===== src/rtl/face_box_multi.sv =====
// Multi-zone skin bounding-box tracker: accumulates one box per vertical strip
// from the mask stream and overlays qualified box borders onto live RGB565 video.
module face_box_multi #(
  parameter int          COL       = 1280,
  parameter int          ROW       = 720,
  parameter int          NUM_ZONES = 4,
  parameter int          MIN_PIX   = 64,
  parameter int          THICK     = 2,
  parameter logic [15:0] BOX_COLOR = 16'hF800
) (
  input  logic        video_pclk,
  input  logic        rst_n,
  input  logic        mask_valid,
  input  logic        mask_sof,
  input  logic        mask_bit,
  input  logic        video_valid,
  input  logic        video_sof,
  input  logic [15:0] video_data,
  input  logic        draw_en,
  output logic        out_valid,
  output logic [15:0] out_data,
  output logic        frame_done,
  output logic [3:0]  face_cnt
);

  localparam int          ZW     = COL / NUM_ZONES;
  localparam logic [15:0] COL_M1 = 16'(COL - 1);
  localparam logic [15:0] ROW_M1 = 16'(ROW - 1);
  localparam logic [15:0] ZW_M1  = 16'(ZW - 1);
  localparam logic [15:0] THK    = 16'(THICK);
  localparam logic [19:0] MIN_C  = 20'(MIN_PIX);

  function automatic logic [15:0] zone_lo(input int z);
    return 16'(z * ZW);
  endfunction

  function automatic logic [15:0] zone_hi(input int z);
    return 16'((z + 1) * ZW - 1);
  endfunction

  function automatic logic [19:0] sat_inc(input logic [19:0] v);
    return (v == 20'hFFFFF) ? v : v + 20'd1;
  endfunction

  function automatic logic [3:0] popcnt(input logic [NUM_ZONES-1:0] v);
    logic [3:0] s;
    s = '0;
    for (int i = 0; i < NUM_ZONES; i++) s = s + 4'(v[i]);
    return s;
  endfunction

  // Raster step returning {x, y, x-within-zone, zone}; zone advances on strip boundaries.
  function automatic logic [51:0] step_pos(input logic [15:0] x, input logic [15:0] y,
                                           input logic [15:0] zx, input logic [3:0] z);
    logic [15:0] nx, ny, nzx;
    logic [3:0]  nz;
    if (x == COL_M1) begin
      nx  = '0;
      nzx = '0;
      nz  = '0;
      ny  = (y == ROW_M1) ? 16'd0 : y + 16'd1;
    end else begin
      nx = x + 16'd1;
      ny = y;
      if (zx == ZW_M1) begin
        nzx = '0;
        nz  = z + 4'd1;
      end else begin
        nzx = zx + 16'd1;
        nz  = z;
      end
    end
    return {nx, ny, nzx, nz};
  endfunction

  logic [15:0] mx_q, mx_d, my_q, my_d, mzx_q, mzx_d;
  logic [3:0]  mz_q, mz_d;
  logic [15:0] vx_q, vx_d, vy_q, vy_d, vzx_q, vzx_d;
  logic [3:0]  vz_q, vz_d;
  logic [15:0] mcx, mcy, mczx, vcx, vcy, vczx;
  logic [3:0]  mcz, vcz;
  logic        eof, border;

  logic [15:0] acc_up_q [NUM_ZONES], acc_up_d [NUM_ZONES];
  logic [15:0] acc_dn_q [NUM_ZONES], acc_dn_d [NUM_ZONES];
  logic [15:0] acc_lf_q [NUM_ZONES], acc_lf_d [NUM_ZONES];
  logic [15:0] acc_rt_q [NUM_ZONES], acc_rt_d [NUM_ZONES];
  logic [19:0] acc_cnt_q[NUM_ZONES], acc_cnt_d[NUM_ZONES];
  logic [15:0] box_up_q [NUM_ZONES], box_up_d [NUM_ZONES];
  logic [15:0] box_dn_q [NUM_ZONES], box_dn_d [NUM_ZONES];
  logic [15:0] box_lf_q [NUM_ZONES], box_lf_d [NUM_ZONES];
  logic [15:0] box_rt_q [NUM_ZONES], box_rt_d [NUM_ZONES];
  logic [NUM_ZONES-1:0] box_vld_q, box_vld_d;
  logic        frame_done_q, frame_done_d;
  logic [3:0]  face_cnt_q, face_cnt_d;

  logic        vld_p1_q, vld_p1_d, brd_p1_q, brd_p1_d;
  logic [15:0] data_p1_q, data_p1_d;
  logic        out_valid_q, out_valid_d;
  logic [15:0] out_data_q, out_data_d;

  // A sof pixel is (0,0) regardless of where the counters were.
  always_comb begin
    mcx  = mask_sof ? 16'd0 : mx_q;
    mcy  = mask_sof ? 16'd0 : my_q;
    mczx = mask_sof ? 16'd0 : mzx_q;
    mcz  = mask_sof ? 4'd0  : mz_q;
    {mx_d, my_d, mzx_d, mz_d} = {mx_q, my_q, mzx_q, mz_q};
    if (mask_valid) {mx_d, my_d, mzx_d, mz_d} = step_pos(mcx, mcy, mczx, mcz);
    eof = mask_valid && (mcx == COL_M1) && (mcy == ROW_M1);
  end

  // End-of-frame latches the accumulators including the final pixel in the same edge.
  always_comb begin
    box_vld_d    = box_vld_q;
    frame_done_d = eof;
    face_cnt_d   = face_cnt_q;
    for (int z = 0; z < NUM_ZONES; z++) begin
      box_up_d[z] = box_up_q[z];
      box_dn_d[z] = box_dn_q[z];
      box_lf_d[z] = box_lf_q[z];
      box_rt_d[z] = box_rt_q[z];
      if (mask_valid && mask_sof) begin
        acc_up_d[z]  = ROW_M1;
        acc_dn_d[z]  = '0;
        acc_lf_d[z]  = zone_hi(z);
        acc_rt_d[z]  = zone_lo(z);
        acc_cnt_d[z] = '0;
      end else begin
        acc_up_d[z]  = acc_up_q[z];
        acc_dn_d[z]  = acc_dn_q[z];
        acc_lf_d[z]  = acc_lf_q[z];
        acc_rt_d[z]  = acc_rt_q[z];
        acc_cnt_d[z] = acc_cnt_q[z];
      end
      if (mask_valid && mask_bit && (mcz == 4'(z))) begin
        if (mcy < acc_up_d[z]) acc_up_d[z] = mcy;
        if (mcy > acc_dn_d[z]) acc_dn_d[z] = mcy;
        if (mcx < acc_lf_d[z]) acc_lf_d[z] = mcx;
        if (mcx > acc_rt_d[z]) acc_rt_d[z] = mcx;
        acc_cnt_d[z] = sat_inc(acc_cnt_d[z]);
      end
      if (eof) begin
        box_up_d[z]  = acc_up_d[z];
        box_dn_d[z]  = acc_dn_d[z];
        box_lf_d[z]  = acc_lf_d[z];
        box_rt_d[z]  = acc_rt_d[z];
        box_vld_d[z] = (acc_cnt_d[z] >= MIN_C);
        acc_up_d[z]  = ROW_M1;
        acc_dn_d[z]  = '0;
        acc_lf_d[z]  = zone_hi(z);
        acc_rt_d[z]  = zone_lo(z);
        acc_cnt_d[z] = '0;
      end
    end
    if (eof) face_cnt_d = popcnt(box_vld_d);
  end

  // Stage 1: border test against the display set; narrow boxes fill solid naturally.
  always_comb begin
    vcx  = video_sof ? 16'd0 : vx_q;
    vcy  = video_sof ? 16'd0 : vy_q;
    vczx = video_sof ? 16'd0 : vzx_q;
    vcz  = video_sof ? 4'd0  : vz_q;
    {vx_d, vy_d, vzx_d, vz_d} = {vx_q, vy_q, vzx_q, vz_q};
    if (video_valid) {vx_d, vy_d, vzx_d, vz_d} = step_pos(vcx, vcy, vczx, vcz);
    border = 1'b0;
    for (int z = 0; z < NUM_ZONES; z++) begin
      if (box_vld_q[z] && vcx >= box_lf_q[z] && vcx <= box_rt_q[z] &&
          vcy >= box_up_q[z] && vcy <= box_dn_q[z]) begin
        if ((vcx - box_lf_q[z]) < THK || (box_rt_q[z] - vcx) < THK ||
            (vcy - box_up_q[z]) < THK || (box_dn_q[z] - vcy) < THK)
          border = 1'b1;
      end
    end
    vld_p1_d  = video_valid;
    data_p1_d = video_valid ? video_data : data_p1_q;
    brd_p1_d  = video_valid ? border : brd_p1_q;
    // Stage 2: overlay
    out_valid_d = vld_p1_q;
    out_data_d  = out_data_q;
    if (vld_p1_q) out_data_d = (brd_p1_q && draw_en) ? BOX_COLOR : data_p1_q;
  end

  always_ff @(posedge video_pclk or negedge rst_n) begin
    if (!rst_n) begin
      {mx_q, my_q, mzx_q, mz_q} <= '0;
      {vx_q, vy_q, vzx_q, vz_q} <= '0;
      for (int z = 0; z < NUM_ZONES; z++) begin
        acc_up_q[z]  <= ROW_M1;
        acc_dn_q[z]  <= '0;
        acc_lf_q[z]  <= zone_hi(z);
        acc_rt_q[z]  <= zone_lo(z);
        acc_cnt_q[z] <= '0;
        box_up_q[z]  <= '0;
        box_dn_q[z]  <= '0;
        box_lf_q[z]  <= '0;
        box_rt_q[z]  <= '0;
      end
      box_vld_q    <= '0;
      frame_done_q <= 1'b0;
      face_cnt_q   <= '0;
      vld_p1_q     <= 1'b0;
      brd_p1_q     <= 1'b0;
      data_p1_q    <= '0;
      out_valid_q  <= 1'b0;
      out_data_q   <= '0;
    end else begin
      {mx_q, my_q, mzx_q, mz_q} <= {mx_d, my_d, mzx_d, mz_d};
      {vx_q, vy_q, vzx_q, vz_q} <= {vx_d, vy_d, vzx_d, vz_d};
      for (int z = 0; z < NUM_ZONES; z++) begin
        acc_up_q[z]  <= acc_up_d[z];
        acc_dn_q[z]  <= acc_dn_d[z];
        acc_lf_q[z]  <= acc_lf_d[z];
        acc_rt_q[z]  <= acc_rt_d[z];
        acc_cnt_q[z] <= acc_cnt_d[z];
        box_up_q[z]  <= box_up_d[z];
        box_dn_q[z]  <= box_dn_d[z];
        box_lf_q[z]  <= box_lf_d[z];
        box_rt_q[z]  <= box_rt_d[z];
      end
      box_vld_q    <= box_vld_d;
      frame_done_q <= frame_done_d;
      face_cnt_q   <= face_cnt_d;
      vld_p1_q     <= vld_p1_d;
      brd_p1_q     <= brd_p1_d;
      data_p1_q    <= data_p1_d;
      out_valid_q  <= out_valid_d;
      out_data_q   <= out_data_d;
    end
  end

  assign out_valid  = out_valid_q;
  assign out_data   = out_data_q;
  assign frame_done = frame_done_q;
  assign face_cnt   = face_cnt_q;

endmodule


===== config.mk =====
export PLATFORM = sky130hd
export DESIGN_NAME = face_box_multi
export DESIGN_NICKNAME = d
export VERILOG_FILES = /design/src/rtl/face_box_multi.sv
export SDC_FILE = /design/constraint.sdc
export NUM_CORES = 2
export LEC_CHECK = 0
export BUFFER_PORTS_ARGS = -buffer_cell sky130_fd_sc_hd__buf_4
export CAP_MARGIN = 5
export CORE_MARGIN = 2
export CORE_UTILIZATION = 60
export DETAILED_ROUTE_END_ITERATION = 6
export PLACE_DENSITY = 0.76
export SLEW_MARGIN = 15
export SYNTH_ARGS = -nofsm -noshare
export SYNTH_HDL_FRONTEND = slang
export SYNTH_SLANG_ARGS = --single-unit

===== constraint.sdc =====
create_clock -name video_pclk -period 9.9 [get_ports video_pclk]
set_input_delay 0.495 -clock video_pclk [delete_from_list [all_inputs] [get_ports video_pclk]]
set_output_delay 0.495 -clock video_pclk [all_outputs]
set_load 0.03 [all_outputs]

==> qor.csv <==
stage,metric,value,unit
routing,wire per inst,23.4,um
synth,post-synthesis sequential area ratio,0.343,
layout,final instance area,0.0567,mm2
placed_design,IO buf count,44,
layout,post-route insts no fill,7315,
synth,number of synthesized flops with an enable pin,0,
placed_design,"Cell Area, Placed",0.0538,mm2
timing,Slew @ Worst Pin,1.15,ns
clocking,CTS tree,done,
synth,Synth warnings,0,
clocking,H-tree depth,3,
setup_path,R2R setup slack,4.12,ns
synth,Async SR Flop Fraction,1.00,
setup_path,WP data arrival,6.76,ns
synth,Most used DFF post-synth,dfrtp_1,
routing,Iter 0 DRT Violations,4677,
floorplanning,initial core utilization,0.607,
synth,Syn Std Cell Area,0.0528,mm2
timing,period utilisation layout,0.626,
synth,area share of the largest cell type after synthesis,0.308,
flow_run,max_cap viols,0,
clocking,clock root cell,clkbuf_16,
timing,Max-Slew Margin vs Limit,0.229,
pwr,P_int,5300,uW
grt,vias in the first global route,45000,
pwr,clock share of power,0.441,
clocking,Num CTS Buffers,82,
run_status,status,finished with violations,
floorplanning,DIE AREA,0.0904,mm2
placed_design,Placed Instances,7160,
timing,Final Worst Setup Slack,3.70,ns
timing,"Slew Viols, Final",0,
pwr,Net Sw Frac,0.279,
synth,Mean Syn Cell Area,8.51,um2
worst_hold_path,Min-Delay Path Class,primary input to flip-flop,
layout,P&R area growth vs syn,7.42,%
routing,post-route ant nets,0,
pwr,Static Leakage,0.0267,uW
placed_design,pre-CTS WS,3.18,ns
setup_path,critical setup path kind,primary input to flip-flop,
clocking,clock latency on the worst-skew pair,0.69,ns
synth,Synth area leaders,"dfrtp_1 31%, ha_1 11%, nor2_1 5.5%",
routing,final wirelength,171000,um
clocking,CTS max path bufs,3,
layout,# diodes,0,
clocking,Clock Sinks,719,
floorplanning,Ports,46,
pwr,cell area power density,130,mW/mm2
grt,GRT Max-Usage Layer,met2,
routing,TritonRoute pass-1 iters,7,
timing,Hold WS,0.0478,ns
synth,"Distinct cells, synth",115,
grt,largest net degree at the start of global routing,185,
timing,fmax,161,MHz
setup_path,Worst Setup End Kind,flip-flop,
layout,final net count,6600,
pwr,Comb pwr share,0.139,
routing,Via Count,47400,
synth,cell taking the most area after synthesis,dfrtp_1,
timing,Final setup viols,0,
synth,most common cell in the netlist,nor2_1,
timing,total negative setup slack,0,ns
grt,Total Routing Usage GR,0.375,
layout,layout cells sized above 1,0.107,
grt,antenna violations before repair,2,
synth,Post-Synthesis Cells,6203,
floorplanning,Die Y-Extent,301,um
grt,met1 usage,0.469,
clocking,Post-CTS Resized,0,
synth,Mapped Nets,6713,
grt,first-pass GRT wire length,262000,um
floorplanning,row cnt,108,
clocking,Post-CTS Setup Bufs,0,
synth,"top cells by count, synth","775 x nor2_1, 682 x nand2_1, 650 x dfrtp_1",
grt,total grt overflow,0,
routing,DRC,1,
routing,Via density,6.48,
setup_path,"critical path fanouts, max",174,
timing,Clock Skew,0.0434,ns
floorplanning,core area,0.0870,mm2
synth,post-synthesis register bit count,719,
clocking,"Reg clk slew, reported paths",0.06,ns
setup_path,crit start category,primary input,
setup_path,Required @ worst endpoint,10.47,ns
pwr,Max VDD drop,157,uV
grt,GR Util met3,0.0512,
timing,min Tclk post-route,6.20,ns
timing,"Hold Vio Cnt, Final",0,
grt,met2 Usage GRT,0.576,
run_status,failing checks,DRC,
timing,RSZ-0062 raised after global routing,false,
placed_design,routability cong.,1.03,
pwr,Net Switching,2050,uW
floorplanning,overall die width,301,um
pwr,sequential power share,0.420,
placed_design,DP HPWL,125000,um
-- final timing paths --
path | cells past startpoint | endpoint | from
max reg2reg | 17 | face_cnt[1] | mx_q[1]
max in group asynchronous | 4 | box_up_q[42] | rst_n
min in group asynchronous | 2 | mzx_q[11] | rst_n
min | 2 | data_p1_q[13] | video_data[13]
max | 20 | face_cnt[1] | mask_sof
min reg2reg | 2 | out_data[9] | data_p1_q[9]
-- flip-flops by register name (all words and copies together) (netlist names), 4 cells and up --
name       count
mx_q          16
box_dn_q      64
acc_up_q      64
acc_cnt_q     80
acc_lf_q      64
my_q          16
mzx_q         16
out_data      16
box_up_q      64
mz_q           4
acc_rt_q      64
acc_dn_q      64
data_p1_q     16
box_lf_q      64
box_vld_q      4
box_rt_q      64
vx_q          16
vy_q          16
-- cell families after synthesis --
family / Yosys count / share of synthesized area
AO/OA/AOI/OAI: 1486 / 0.180
flip-flops: 719 / 0.343
AND/OR/NAND/NOR: 2292 / 0.201
XOR/XNOR: 232 / 0.0388
adder cells (fa/ha/maj): 505 / 0.121
multiplexers: 315 / 0.0676
buffers and inverters: 653 / 0.0494
other: 1 / 0.0000710
-- critical path, cell delays in order --
cell     delay [ns]
buf_4          0.25
inv_2          0.08
buf_4          0.45
nand2_1        0.41
inv_1          0.44
ha_1           0.30
and4_1         0.26
nand4_1        0.23
nor3_2         0.17
buf_4          0.25
nand2_1        0.17
nor3_2         0.40
buf_12         0.62
buf_4          0.69
o32a_1         0.32
fa_1           0.44
ha_1           0.22
ha_1           0.26
nand2_1        0.06
nand2_1        0.06
-- layout make-up --
cell class,count,area (um2)
clock buffers,119,2360
clock inverters,35,512
fillers,7325,30300
inverters,348,1310
multi-input cells,4831,32100
flip-flops and latches,719,18100
well taps,1155,1450
repair buffers,108,848
-- layout by cell type (no fill, tap or decap), types with 60 or more instances in the layout --
cell / n
a31oi_1: 61
mux2_2: 254
o21a_1: 65
o22ai_1: 60
clkbuf_16: 82
a21o_1: 112
dfrtp_1: 650
nor2b_1: 99
ha_1: 473
nand2b_1: 76
buf_4: 103
nand4_1: 114
o21ai_0: 331
nand3_1: 138
xor2_1: 71
inv_1: 341
nor2_1: 775
nor3_1: 127
nand2_1: 682
a21oi_1: 454
xnor2_1: 160
dfstp_2: 69
-- metrics by stage --
step | power [uW] | util
CTS | 7350 | 0.651
global route | 7580 | 0.651
detailed placement | 4130 | 0.618
global placement | 4110 | 0.618
finish | 7360 | 0.651
floorplan | 3800 | -
-- routing by layer --
metal / up-vias / wire [um]
met4: 4 / 17200
met5: - / 25
met3: 652 / 12500
li1: 21900 / -
met2: 2142 / 75500
met1: 22700 / 66200
-- power groups by stage --
stage / registers [uW] / logic (uW) / clock network, uW
2_1_floorplan: 3130 / 663 / 0
3_3_place_gp: 3140 / 970 / 0
3_5_place_dp: 3140 / 991 / 0
4_1_cts: 3090 / 1000 / 3270
5_1_grt: 3100 / 1110 / 3380
6_report: 3090 / 1020 / 3250
-- repair_timing --
action                                  4_1_cts  5_1_grt
hold buffers                                  1        0
hold endpoints to repair                    104        0
endpoints found under the setup margin        0        0
Note: power is estimated with default switching activity, not from simulation.
